## config.mk

```make
export PLATFORM = sky130hd
export DESIGN_NAME = gpio_midi_encoder
export DESIGN_NICKNAME = d
export VERILOG_FILES = /design/src/rtl/midi_pkg.sv /design/src/rtl/key_debounce.sv /design/src/rtl/gpio_midi_encoder.sv
export SDC_FILE = /design/constraint.sdc
export NUM_CORES = 1
export LEC_CHECK = 0
export BUFFER_PORTS_ARGS = -buffer_cell sky130_fd_sc_hd__buf_4
export CORE_MARGIN = 4
export CORE_UTILIZATION = 40
export CTS_CLUSTER_DIAMETER = 150
export DETAILED_ROUTE_END_ITERATION = 16
export HOLD_SLACK_MARGIN = 0.02
export PLACE_DENSITY = 0.69
export SLEW_MARGIN = 10
export SYNTH_ARGS = -nofsm -noshare
export SYNTH_HDL_FRONTEND = slang
export SYNTH_HIERARCHICAL = 1
export SYNTH_SLANG_ARGS = --single-unit
```

## constraint.sdc

```tcl
create_clock -name clk -period 2.8 [get_ports clk]
set_input_delay 0.56 -clock clk [delete_from_list [all_inputs] [get_ports clk]]
set_output_delay 0.56 -clock clk [all_outputs]
set_load 0.02 [all_outputs]
```

## src/rtl/midi_pkg.sv

```systemverilog
// Shared MIDI constants and the message FSM state encoding used by
// gpio_midi_encoder.
package midi_pkg;

    localparam logic [7:0] MIDI_NOTE_ON  = 8'h90;
    localparam logic [7:0] MIDI_NOTE_OFF = 8'h80;

    typedef enum logic [1:0] {
        ST_IDLE   = 2'd0,
        ST_STATUS = 2'd1,
        ST_NOTE   = 2'd2,
        ST_VEL    = 2'd3
    } midi_state_e;

endpackage

```

## src/rtl/key_debounce.sv

```systemverilog
// Two-flop synchroniser plus tick-sampled debouncer for a bank of keys.
// Ports: clk, rst (async, active high), keys_i (raw), key_state (debounced).
module key_debounce #(
    parameter int WIDTH           = 8,
    parameter int DEBOUNCE_CYCLES = 50000
) (
    input  logic             clk,
    input  logic             rst,
    input  logic [WIDTH-1:0] keys_i,
    output logic [WIDTH-1:0] key_state
);

    localparam int CW = (DEBOUNCE_CYCLES > 2) ? $clog2(DEBOUNCE_CYCLES) : 1;
    localparam logic [CW-1:0] CNT_MAX = CW'(DEBOUNCE_CYCLES - 1);

    logic [WIDTH-1:0] sync1_q, sync2_q;
    logic [WIDTH-1:0] samp_q, samp_d;
    logic [WIDTH-1:0] state_q, state_d;
    logic [CW-1:0]    cnt_q, cnt_d;
    logic             tick;
    logic [WIDTH-1:0] agree;

    assign tick      = (cnt_q == CNT_MAX);
    // A key is stable when this sample matches the previous one.
    assign agree     = ~(sync2_q ^ samp_q);
    assign key_state = state_q;

    always_comb begin
        cnt_d   = tick ? '0 : cnt_q + 1'b1;
        samp_d  = samp_q;
        state_d = state_q;
        if (tick) begin
            samp_d  = sync2_q;
            state_d = (state_q & ~agree) | (sync2_q & agree);
        end
    end

    always_ff @(posedge clk or posedge rst) begin
        if (rst) begin
            sync1_q <= '0;
            sync2_q <= '0;
            samp_q  <= '0;
            state_q <= '0;
            cnt_q   <= '0;
        end else begin
            sync1_q <= keys_i;
            sync2_q <= sync1_q;
            samp_q  <= samp_d;
            state_q <= state_d;
            cnt_q   <= cnt_d;
        end
    end

endmodule

```

## src/rtl/gpio_midi_encoder.sv

```systemverilog
// Turns debounced key press/release events into 3-byte MIDI Note-On/Off
// messages on a valid/ready byte stream.
// Ports: clk, rst (async, active high), keys_i[7:0] raw keys,
// key_state[7:0] debounced levels, tx_data/tx_valid/tx_ready byte stream.
module gpio_midi_encoder
    import midi_pkg::*;
#(
    parameter int DEBOUNCE_CYCLES = 50000,
    parameter int CHANNEL         = 0,
    parameter int BASE_NOTE       = 60,
    parameter int VELOCITY        = 100
) (
    input  logic       clk,
    input  logic       rst,
    input  logic [7:0] keys_i,
    output logic [7:0] key_state,
    output logic [7:0] tx_data,
    output logic       tx_valid,
    input  logic       tx_ready
);

    localparam logic [3:0] CHAN = 4'(CHANNEL);
    localparam logic [6:0] BASE = 7'(BASE_NOTE);
    localparam logic [7:0] VEL  = {1'b0, 7'(VELOCITY)};

    midi_state_e state_q, state_d;
    logic [7:0]  reported_q, reported_d;
    logic [6:0]  note_q, note_d;
    logic        on_q, on_d;
    logic [7:0]  pending;
    logic [2:0]  idx;
    logic        found;
    logic        xfer;

    key_debounce #(
        .WIDTH           (8),
        .DEBOUNCE_CYCLES (DEBOUNCE_CYCLES)
    ) u_debounce (
        .clk       (clk),
        .rst       (rst),
        .keys_i    (keys_i),
        .key_state (key_state)
    );

    // A press undone by a release before service cancels itself here.
    assign pending  = key_state ^ reported_q;
    assign tx_valid = (state_q != ST_IDLE);
    assign xfer     = tx_valid && tx_ready;

    always_comb begin
        idx   = '0;
        found = 1'b0;
        for (int i = 0; i < 8; i++) begin
            if (pending[i] && !found) begin
                idx   = 3'(i);
                found = 1'b1;
            end
        end
    end

    always_comb begin
        state_d    = state_q;
        reported_d = reported_q;
        note_d     = note_q;
        on_d       = on_q;
        unique case (state_q)
            ST_IDLE: begin
                if (found) begin
                    note_d          = BASE + {4'b0, idx};
                    on_d            = key_state[idx];
                    reported_d[idx] = key_state[idx];
                    state_d         = ST_STATUS;
                end
            end
            ST_STATUS: if (xfer) state_d = ST_NOTE;
            ST_NOTE:   if (xfer) state_d = ST_VEL;
            ST_VEL:    if (xfer) state_d = ST_IDLE;
            default:   state_d = ST_IDLE;
        endcase
    end

    always_comb begin
        tx_data = 8'h00;
        unique case (state_q)
            ST_STATUS: tx_data = (on_q ? MIDI_NOTE_ON : MIDI_NOTE_OFF) | {4'h0, CHAN};
            ST_NOTE:   tx_data = {1'b0, note_q};
            ST_VEL:    tx_data = on_q ? VEL : 8'h00;
            default:   tx_data = 8'h00;
        endcase
    end

    always_ff @(posedge clk or posedge rst) begin
        if (rst) begin
            state_q    <= ST_IDLE;
            reported_q <= '0;
            note_q     <= '0;
            on_q       <= 1'b0;
        end else begin
            state_q    <= state_d;
            reported_q <= reported_d;
            note_q     <= note_d;
            on_q       <= on_d;
        end
    end

endmodule

```

; ---- Word level (Yosys, flattened, before mapping)
; Index checks and enable logic that the tools add are counted.
[totals]
latchBits = 0
regBits = 66
rom_bits = 0
input_bits = 11
wordCells = 77
mem_bits_rw = 0
n_memories = 0
[classes]
mul = 0
n_shift = 0
mux = 29
eq_ne = 8
div_mod_pow = 0
n_lt_le_gt_ge = 2
reduce_logical = 20
addsub = 2
bitwise_logic = 7
[ops]
columns = op, count
row1 = 8-bit case mux with 3 select lines, 1
row2 = 16-bit by 1-bit adder with 16-bit output (second input constant), 1
row3 = 8-bit AND, 2
row4 = 16-bit equality test (second input constant), 1
row5 = 16-bit two-way mux, 1
row6 = 8-bit NOT, 2
row7 = 8-bit bitwise XOR, 2
row8 = 3-bit two-way mux, 5
row9 = 1-bit two-way mux, 11
row10 = 2-bit two-way mux, 5
row11 = 1-bit logical AND, 9
row12 = 8-bit bitwise mux, 1
row13 = 2-bit inequality test (second input constant), 4
row14 = 8-bit OR, 1
row15 = 2-bit case mux with 4 select lines, 1
row16 = 6-bit by 3-bit adder with 7-bit output (first input constant), 1
row17 = 1-bit logical NOT, 7
row18 = 7-bit two-way mux, 1
row19 = 5-bit two-way mux, 1
row20 = 2-bit equality test (second input constant), 2
row21 = 3-bit by 4-bit less-than comparator with 1-bit output (second input constant), 1
row22 = 4-bit AND reduction, 1
row23 = 1-bit binary-select mux with 3-bit select, 1
row24 = 1-bit demux with 3-bit select, 1
row25 = 5 further kinds, 5

; ---- Logic depth before layout (Yosys ltp)
[logic_depth]
ltp_word = 28
depth_mapped = 7
mapped_depth_nobuf = 6

; ---- Hierarchy
; The synthesis kept the hierarchy.
[modules_own_cells]
columns = module, seq_area_each_um2, instances, area_each_um2, cells_each
row1 = key_debounce, 1201.2, 1, 1843.0, 154
row2 = gpio_midi_encoder, 375.4, 1, 1092.3, 113

; ---- Worst setup path before layout
; OpenSTA, ideal clock, no wires.
[synth_path]
path_kind = reg-to-output
from = reg state_q[0]
to = out tx_data[5]
arrival_ns = 1.520
path_slack_ns = 0.720
path_buffers = 1
stages_incl_launch_ff = 7
cell_sequence = dfrtp_1 -> inv_1 -> ha_1 -> nor2b_1 -> and2_1 -> a21o_1 -> buf_4
[synth_between]
elab_chain_len = 2
[synth_lines]
columns = item, line_no
row1 = from (decl), gpio_midi_encoder.sv:26  ; midi_state_e state_q, state_d;
row2 = from (signal assigned), gpio_midi_encoder.sv:99  ; state_q <= state_d;
row3 = 2-bit equality test / 2-bit by 1-bit equality test with 1-bit output (equally long branches), gpio_midi_encoder.sv:84  ; unique case (state_q)
row4 = 8-bit case mux with 3 select lines *, gpio_midi_encoder.sv:84
row5 = to (decl), gpio_midi_encoder.sv:17  ; output logic [7:0] tx_data,
; Every way passes the cells marked *; elsewhere a longest branch is shown, timed or not.

; ---- Final worst setup path
; Same ends and word-level chain as after synthesis.

==> parameters.txt <==
Parameter                              Value

Pwr
  Sw Ratio    0.2273
  Leak    1.657 nW
  Combinational group share of total power    0.016
  Internal power    1.351 mW
  Net Switching    397.5 uW
  Largest voltage drop on the vdd net    346.9 uV
  Power Dens Cells    510.9 nW/um^2
  Proportion of power drawn by flip-flops and latches    0.529
  Clk network pwr share    0.454

Final layout
  Leading cell types in the layout, fill and taps excluded    63 x sky130_fd_sc_hd__dfrtp_1, 29 x sky130_fd_sc_hd__buf_4, 23 x sky130_fd_sc_hd__nand2_1, 23 x sky130_fd_sc_hd__o21ai_0, 20 x sky130_fd_sc_hd__a21oi_1
  Post-layout nets    317
  Synth-to-layout area growth    16.62%
  Reg area    1577 sq um
  Antenna cells    0
  Final design area excluding fillers    3423 sq um
  Multi-input gate area in the final layout    1244 sq um
  Most common library cell in the layout ignoring fill and taps    sky130_fd_sc_hd__dfrtp_1
  Fraction of layout instances using a drive strength above 1    0.2131
  Number of filler instances in the final layout    627

Global routing
  Pin count of the biggest net entering global routing    49
  Global-route wire length before repair    9660 microns
  Initial antenna violation count    0
  Total routing usage reported by global routing    0.1383
  Vias in the first global route    2025
  Residual overflow from global routing    0

Detailed routing
  Number of iterations in the first detailed-routing pass    4
  Post-Route WL    5451 microns
  Antenna-violating nets left    0
  Routed vias/inst    5.150
  # DRC    0
  Count of routing violations after the opening detailed-route iteration    151
  DR vias    2065
  Final routed wire length divided by cell count    13.59 microns

Placement
  Post-DP HPWL    3825 microns
  Number of I/O port buffers    27
  Post-DP Area    3218 sq um
  Final weighted congestion of routability-driven global placement    0.9039

Die
  Std-Cell Core Area    6944 sq um
  Starting density of the core    0.4227
  Total Die Area    8773 sq um
  Die width    93.67 microns
  Row cnt    30
  Top-Level Pins    28
  Die height    93.67 microns

Synthesis
  Net count of the mapped netlist    284
  Sequential area share after synthesis    0.5371
  Area share of the largest cell type after synthesis    0.5371
  Synthesis-stage register bit count    63
  Syn_area_per_cell    10.99 sq um
  Area leader, netlist    sky130_fd_sc_hd__dfrtp_1
  Cell area after synthesis    2935 sq um
  Synth Flop Type    sky130_fd_sc_hd__dfrtp_1
  Most area-consuming cells after synthesis    sky130_fd_sc_hd__dfrtp_1 54%, sky130_fd_sc_hd__o21ai_0 3.9%, sky130_fd_sc_hd__xnor2_1 3.9%, sky130_fd_sc_hd__xor2_1 3.6%, sky130_fd_sc_hd__a21oi_1 3.4%
  Cell count after synthesis    267
  Post-synth EDFFs    0
  Async SR Flop Fraction    1.000
  Distinct cell type count of the synthesized netlist    46
  Warning count from the yosys run    6

Worst setup path
  Source of the critical timing path    state_q[0]
  Data required, critical path    2240 ps
  Crit path cell chain    inv_1 -> ha_1 -> nor2b_1 -> and2_1 -> a21o_1 -> buf_4
  Cell at the slowest stage of the critical path    sky130_fd_sc_hd__ha_1
  Type of the setup path with the least slack    flip-flop to primary output
  Critical path endpoint category    primary output
  Worst-path fanout max    13
  Largest stage delay, worst path    450 ps
  Critical path launch point type    flip-flop
  Arr. time, crit path    1950 ps

Clock tree
  Post-cts resize count    0
  Sinks on the clock net    63
  Number of clock buffers inserted by TritonCTS    9
  Post-cts hold buffer count    0
  Setup Fix Bufs, Post-CTS    0
  Clock edge transition at the registers on the reported setup and hold paths    70 ps
  CTS root buffer    sky130_fd_sc_hd__clkbuf_8
  Clock latency reported for the late side of the worst-skew pair    330 ps
  TritonCTS clock tree    built
  Total number of H-tree levels    3
  Buffer depth of the longest clock path    2

Timing
  Period utilization    0.8963
  Skew final    9.994 ps
  Number of pins exceeding their max-slew limit in the final report    0
  Final number of hold-violating endpoints    0
  Pin slew with the least headroom to its limit    955.0 ps
  Min Tclk post-route    2510 ps
  Count of endpoints failing setup in the final report    0
  Setup repair after global routing missed its margin    false
  Aggregate negative setup slack    0 ps
  Rel. slew slack    0.3624
  Max Freq    398.4 MHz

Run status
  Result of the run    finished, final reports clean

Worst hold path
  Class of the tightest hold or removal check    primary input to asynchronous set/reset pin

Run
  Max cap viols    0
[worst max-delay path, delay by kind of cell (launching register included)]
kind | cells | cell delay, ps
and+or+nand+nor | 2 | 320
DFF | 1 | 430
AOI/OAI and AO/OA | 1 | 170
adders and majority gates | 1 | 450
buffers and inverters | 2 | 250
[kinds of logic (layout without fill, tap and decap cells)]
logic type	count (synthesis)	in the layout	synth area share
and+or+nand+nor	80	80	0.1522
DFF	63	63	0.5371
AOI/OAI and AO/OA	61	61	0.1364
xor gates and xnor gates	25	25	0.07460
buffers and inverters	23	61	0.03921
muxes	9	9	0.03495
adders and majority gates	6	6	0.02557
[final timing paths]
path	to	slack (ps)	cells past startpoint
setup / recovery	tx_data[5]	290	6
hold / removal	reported_q[5]	310	2
setup reg to reg	reported_q[7]	530	6
hold reg to reg	u_debounce/sync2_q[5]	350	0
max in group asynchronous	u_debounce/sync1_q[5]	1740	2
min in group clk	u_debounce/sync1_q[2]	330	1
[cell usage after synthesis (all sizes together) (2+ instances only)]
cell type  number
and2            4
and3            2
nand3           8
a22oi           4
nor3            5
xor2           12
buf             7
o21ai          23
o211ai          2
nor2b           2
mux2i           2
dfrtp          63
inv            15
nor2           15
xnor2          13
and4bb          2
nor4            3
a32oi           2
mux2            7
a21o            3
nand2          23
nand2b          2
nand4          10
a21oi          20
and4            2
ha              6
[layer usage]
layer  routed length [microns]  part of all wire  vias to the layer above  global-route usage
met5                         0                 0                        -                   0
met4                        46            0.0084                        0             0.04693
met3                       272             0.050                        7             0.04167
met2                      2448              0.45                       56              0.1989
met1                      2684              0.49                      989              0.1983
li1                          -                 -                     1013                   -
[power by group through the flow]
stage | Clock (mW) | Combinational (mW) | Sequential, mW
finish | 0.795 | 0.0286 | 0.926
floorplan | 0 | 0.0144 | 0.942
detailed placement | 0 | 0.0306 | 0.944
global placement | 0 | 0.0305 | 0.943
CTS | 0.819 | 0.0306 | 0.926
global route | 0.862 | 0.0346 | 0.927
[through the flow]
step	total power [mW]	hold slack, ps	cells	setup slack [ps]	util
finish	1.749	313.5	401	290.2	0.4930
global placement	0.9735	331.5	385	594.2	0.4634
detailed placement	0.9743	337.1	385	561.2	0.4634
CTS	1.775	315.0	401	266.6	0.4930
floorplan	0.9567	331.2	267	719.9	-
global route	1.824	300.2	401	102.3	0.4930
[area by class of cell]
type                       count  share of cell area
tap                           96             0.03509
clock inverter                 7             0.02376
timing repair buffer          29             0.06360
inverter                      16             0.01754
sequential                    63              0.4605
clock buffer                   9             0.03618
multi-input combinational    181              0.3633
No activity file was read; power rests on OpenSTA's default activity.
